File: config.mk
export PLATFORM = sky130hd
export DESIGN_NAME = memory_bank
export DESIGN_NICKNAME = d
export VERILOG_FILES = /design/src/rtl/memory_bank.sv
export SDC_FILE = /design/constraint.sdc
export NUM_CORES = 2
export LEC_CHECK = 0
export ABC_AREA = 1
export CAP_MARGIN = 20
export CORE_AREA = 2 2 409 411
export CTS_CLUSTER_SIZE = 25
export DETAILED_ROUTE_END_ITERATION = 10
export DIE_AREA = 0 0 411 413
export PLACE_DENSITY = 0.73
export SLEW_MARGIN = 15
export SYNTH_ARGS = -nofsm -noshare
export SYNTH_HDL_FRONTEND = slang
export SYNTH_SLANG_ARGS = --single-unit
File: constraint.sdc
create_clock -name clk -period 4.65 [get_ports clk]
set_input_delay 1.395 -clock clk [delete_from_list [all_inputs] [get_ports clk]]
set_output_delay 1.395 -clock clk [all_outputs]
set_load 0.01 [all_outputs]
File: src/rtl/memory_bank.sv
// Program/data memory for the CPU: switch loading (IN), program stepping (CHECK)
// and a registered one-cycle read/write port with program write-protection (RUN).
module memory_bank #(
  parameter int DATA_W     = 8,
  parameter int ADDR_W     = 16,
  parameter int PROG_DEPTH = 32,
  parameter int RAM_DEPTH  = 256,
  parameter int DEBOUNCE   = 4
) (
  input  logic                          clk,
  input  logic                          reset,
  input  logic [1:0]                    cpustate,
  input  logic                          key_n,
  input  logic [DATA_W-1:0]             sw_in,
  input  logic [ADDR_W-1:0]             addr,
  input  logic [DATA_W-1:0]             data_in,
  input  logic                          read,
  input  logic                          write,
  output logic [DATA_W-1:0]             data_out,
  output logic                          ack,
  output logic                          err,
  output logic [DATA_W-1:0]             check_out,
  output logic [$clog2(PROG_DEPTH)-1:0] ptr_out,
  output logic                          load_full
);

  localparam int PTR_W  = $clog2(PROG_DEPTH);
  localparam int RAM_AW = $clog2(RAM_DEPTH);
  localparam int CNT_W  = (DEBOUNCE > 1) ? $clog2(DEBOUNCE) : 1;
  localparam logic [CNT_W-1:0]  CNT_MAX  = CNT_W'(DEBOUNCE - 1);
  localparam logic [PTR_W-1:0]  PTR_LAST = PTR_W'(PROG_DEPTH - 1);
  localparam logic [ADDR_W:0]   PROG_END = (ADDR_W+1)'(PROG_DEPTH);
  localparam logic [ADDR_W:0]   RAM_END  = (ADDR_W+1)'(PROG_DEPTH + RAM_DEPTH);

  typedef enum logic [1:0] {
    ST_IDLE  = 2'b00,
    ST_IN    = 2'b01,
    ST_CHECK = 2'b10,
    ST_RUN   = 2'b11
  } cpu_state_e;

  logic [DATA_W-1:0] prog_mem [PROG_DEPTH];
  logic [DATA_W-1:0] ram_mem  [RAM_DEPTH];

  logic             key_s1_q, key_s2_q;
  logic             key_armed_q, key_armed_d;
  logic [CNT_W-1:0] key_cnt_q, key_cnt_d;
  logic             press_q, press_d;

  logic [1:0]        prev_state_q;
  logic [PTR_W-1:0]  load_ptr_q, load_ptr_d;
  logic              load_full_q, load_full_d;
  logic [PTR_W-1:0]  check_ptr_q, check_ptr_d;
  logic [PTR_W-1:0]  ptr_out_q, ptr_out_d;
  logic [DATA_W-1:0] check_out_q, check_out_d;
  logic [DATA_W-1:0] data_out_q, data_out_d;
  logic              ack_q, ack_d;
  logic              err_q, err_d;

  logic              enter_in, enter_check, in_prog, in_ram, run_req, prog_we, ram_we;
  logic [ADDR_W:0]   addr_ext;
  logic [RAM_AW-1:0] ram_idx;
  logic [PTR_W-1:0]  check_idx;

  // key_armed_q=1: released level confirmed, waiting for a held low.
  // key_armed_q=0 (also after reset): waiting for a held high, so a key held
  // through reset must be released before it can count again.
  always_comb begin
    key_armed_d = key_armed_q;
    key_cnt_d   = '0;
    press_d     = 1'b0;
    if (key_s2_q != key_armed_q) begin
      if (key_cnt_q == CNT_MAX) begin
        key_armed_d = ~key_armed_q;
        press_d     = key_armed_q;
      end else begin
        key_cnt_d = key_cnt_q + 1'b1;
      end
    end
  end

  always_comb begin
    enter_in    = (cpustate == ST_IN)    && (prev_state_q != ST_IN);
    enter_check = (cpustate == ST_CHECK) && (prev_state_q != ST_CHECK);
    addr_ext    = {1'b0, addr};
    in_prog     = addr_ext < PROG_END;
    in_ram      = !in_prog && (addr_ext < RAM_END);
    ram_idx     = RAM_AW'(addr_ext - PROG_END);
    run_req     = (cpustate == ST_RUN) && (read || write);
    prog_we     = press_q && (cpustate == ST_IN) && !enter_in && !load_full_q && !reset;
    ram_we      = (cpustate == ST_RUN) && write && in_ram && !reset;
    check_idx   = enter_check ? '0 : check_ptr_q;

    load_ptr_d  = load_ptr_q;
    load_full_d = load_full_q;
    if (enter_in) begin
      load_ptr_d  = '0;
      load_full_d = 1'b0;
    end else if (prog_we) begin
      if (load_ptr_q == PTR_LAST) load_full_d = 1'b1;
      else                        load_ptr_d  = load_ptr_q + 1'b1;
    end

    check_ptr_d = check_ptr_q;
    if (enter_check) begin
      check_ptr_d = '0;
    end else if (press_q && (cpustate == ST_CHECK)) begin
      check_ptr_d = (check_ptr_q == PTR_LAST) ? '0 : check_ptr_q + 1'b1;
    end

    ptr_out_d   = '0;
    check_out_d = '0;
    if (cpustate == ST_IN) begin
      ptr_out_d = enter_in ? '0 : load_ptr_q;
    end else if (cpustate == ST_CHECK) begin
      ptr_out_d   = check_idx;
      check_out_d = prog_mem[check_idx];
    end

    // Read data is taken before this cycle's write lands (read-before-write).
    data_out_d = data_out_q;
    if ((cpustate == ST_RUN) && read) begin
      if (in_prog)     data_out_d = prog_mem[addr[PTR_W-1:0]];
      else if (in_ram) data_out_d = ram_mem[ram_idx];
      else             data_out_d = '0;
    end
    ack_d = run_req;
    err_d = run_req && ((write && !in_ram) || (read && !in_prog && !in_ram));
  end

  always_ff @(posedge clk) begin
    if (reset) begin
      key_s1_q     <= 1'b1;
      key_s2_q     <= 1'b1;
      key_armed_q  <= 1'b0;
      key_cnt_q    <= '0;
      press_q      <= 1'b0;
      prev_state_q <= ST_IDLE;
      load_ptr_q   <= '0;
      load_full_q  <= 1'b0;
      check_ptr_q  <= '0;
      ptr_out_q    <= '0;
      check_out_q  <= '0;
      data_out_q   <= '0;
      ack_q        <= 1'b0;
      err_q        <= 1'b0;
    end else begin
      key_s1_q     <= key_n;
      key_s2_q     <= key_s1_q;
      key_armed_q  <= key_armed_d;
      key_cnt_q    <= key_cnt_d;
      press_q      <= press_d;
      prev_state_q <= cpustate;
      load_ptr_q   <= load_ptr_d;
      load_full_q  <= load_full_d;
      check_ptr_q  <= check_ptr_d;
      ptr_out_q    <= ptr_out_d;
      check_out_q  <= check_out_d;
      data_out_q   <= data_out_d;
      ack_q        <= ack_d;
      err_q        <= err_d;
    end
  end

  // Contents survive reset; write enables are already gated by reset.
  always_ff @(posedge clk) begin
    if (prog_we) prog_mem[load_ptr_q] <= sw_in;
    if (ram_we)  ram_mem[ram_idx]     <= data_in;
  end

  assign data_out  = data_out_q;
  assign ack       = ack_q;
  assign err       = err_q;
  assign check_out = check_out_q;
  assign ptr_out   = ptr_out_q;
  assign load_full = load_full_q;

endmodule

==> results.ini <==
[timing]
fin_crit_sh = 0.843
maxSlewHeadroom = 0.232
setup_viol_count_final = 0
hold_viol = 0
fin_crit_ps = 3920
rsz0062_at_grt = false
timing.fmax_ghz = 0.255
setup_slack_ps = 731
tightest_slew_ps = 1150
slew_violations = 0
fin_skew_ps = 49.8

[synth]
synth.avg_cell_area_um2 = 10.5
syn-num-nets = 9426
ys_seq_elements = 2346
syn_inst = 9378
ys.warnings.count = 0
yosysSeqAreaShare = 0.708
ys_types = 41
syn_area_mm2 = 0.0989

[critical_path]
critPathCaptureType = flip-flop
path_class = in2reg
cp_data_arrival_time_ps = 4370
worstPathMaxFanout = 16
required_ps = 5100
start_kind = primary input

[global_routing]
grt_pass1_vias = 66400
antenna_found_initial = 7
grt_usage = 0.321
grt_max_degree = 167
grt.overflow.total = 0
grt_pass1_wl_um = 407000

[clock_network]
clk_latency_ps = 870
clock_sinks = 2346
tritoncts = done
cts_made_buffers = 224
cts_resized = 0
cts_root_buffer = clkbuf_16
htreeDepth = 4
holdBufCountCts = 0
post_cts_buffers = 0
path_clk_slew_ps = 60
cts.path.max_buffers = 3

[floorplanning]
start_util = 0.596
die_h_um = 413
dieArea_mm2 = 0.170
io_pins = 63
coreArea_mm2 = 0.166
die_w_um = 411
rows = 150

[layout]
layout-drive-gt1-share = 0.0852
num-nets-final = 9581
area_delta_synth_final_pct = 12.3

[routing]
via_per_inst = 5.84
drt-total-wl_um = 273000
dr.pass1.iters = 6
wire_per_inst_um = 22.9
drc = 0
vias = 69700
dr.first_iter.drc_count = 9611
drt.antenna.violating_nets = 0

[power]
leakagePower_nw = 43.4
ir_drop_mv = 0.492
p_per_area_mw_per_mm2 = 395
p_total_mw = 43.9

[placement]
hpwlAfterDp_um = 165000
dp_slack_ps = -45.6
place_congestion = 0.951
port_buffers = 62

[job]
drv_cap = 0

[worst_hold_path]
hp-class = reg2reg

[outcome]
outcome = completed

stage by stage:
stage / utilization / TNS [ps] / instances / instance area (um2) / hold WS, ps
3_3_place_gp: 0.625 / -546 / 11500 / 104000 / 402
5_1_grt: 0.669 / 0 / 11900 / 111000 / 432
2_1_floorplan: - / 0 / 9378 / 98900 / 389
3_5_place_dp: 0.625 / -363 / 11500 / 104000 / 403
6_report: 0.669 / 0 / 11900 / 111000 / 413
4_1_cts: 0.669 / 0 / 11900 / 111000 / 416
power by group:
group	switching, mW	internal [mW]	leakage, nW
Sequential	0.0130	23.2	21.0
Clock	7.80	10.2	3.54
Combinational	2.02	0.662	18.8
Total	9.84	34.0	43.4
cells by family after synthesis:
kind of cell               after synthesis  share of synthesized area
xor gates and xnor gates                 3                   0.000266
adders and majority gates                9                    0.00114
DFF                                   2346                      0.708
buffers and inverters                  565                     0.0266
AOI/OAI and AO/OA                      433                     0.0287
and+or+nand+nor                       6022                      0.235
layout by cell type (no fill, tap or decap), types with 36 or more instances in the layout:
cell                n
o211ai_1           81
clkinv_1           56
a21oi_1            73
buf_12             76
inv_1              51
clkbuf_16         228
clkinv_2           51
nand2_1          4927
edfxtp_1         2304
dfxtp_1            42
or2_2              72
nand3_1           256
o21ai_0            71
buf_4             294
clkbuf_1           36
a22oi_1           126
nor2_1            704
clkdlybuf4s50_1    51
cell usage after synthesis (all sizes together):
master | number | area [um2]
xor2 | 2 | 17.5
o311ai | 14 | 123
nor4 | 3 | 18.8
a21boi | 5 | 37.5
o22ai | 19 | 119
nand3 | 256 | 1280
edfxtp | 2304 | 69200
inv | 60 | 225
nor2 | 714 | 2710
a22oi | 126 | 946
dfxtp | 42 | 841
o21a | 1 | 7.51
or2 | 72 | 450
a211oi | 3 | 22.5
or3 | 2 | 12.5
clkbuf | 189 | 709
a31oi | 7 | 43.8
nand2 | 4951 | 18600
a21oi | 73 | 365
xnor2 | 1 | 8.76
o31ai | 10 | 75.1
ha | 9 | 113
nand4 | 7 | 43.8
o21ai | 88 | 440
buf | 316 | 1700
o21bai | 5 | 37.5
a221oi | 1 | 8.76
nor3 | 17 | 129
o211ai | 81 | 608
metal layers:
layer,share of wire,GRT usage,vias to the layer above
li1,-,-,31600
met1,0.38,0.446,33200
met2,0.46,0.500,4297
met3,0.12,0.0660,647
met4,0.039,0.130,4
met5,0.000077,0,-
worst paths after layout:
path	start	end	slack [ps]	depth (start not counted)
max	addr[5]	ram_mem[105][4]	730	9
min	key_s1_q	key_s2_q	410	1
max reg2reg	check_ptr_q[0]	check_out[0]	1730	10
min reg2reg	key_s1_q	key_s2_q	410	1
flip-flops by register name, indices dropped and copies added, names as in the netlist, 2 cells and up:
name,count
prog_mem,256
ram_mem,2048
prev_state_q,2
key_cnt_q,2
ptr_out,5
check_ptr_q,5
load_ptr_q,5
check_out,8
data_out,8
area by class of cell:
| cell class | count | area (um2) |
|---|---|---|
| antenna | 8 | 20.0 |
| multi-input combinational | 6467 | 26300 |
| fill | 12100 | 54900 |
| clock inverter | 150 | 1340 |
| clock buffer | 268 | 5900 |
| inverter | 60 | 251 |
| tap | 2204 | 2760 |
| sequential | 2346 | 70000 |
| timing repair buffer | 434 | 4420 |
worst max-delay path: stages:
cell and delay, ps:
clkdlybuf4s50_1 550, inv_2 60, ha_1 210, xnor2_1 530, inv_1 310, nor2_2 180, nand2_1 140, buf_12 190
nor2_1 770
Note: power is estimated with default switching activity, not from simulation.
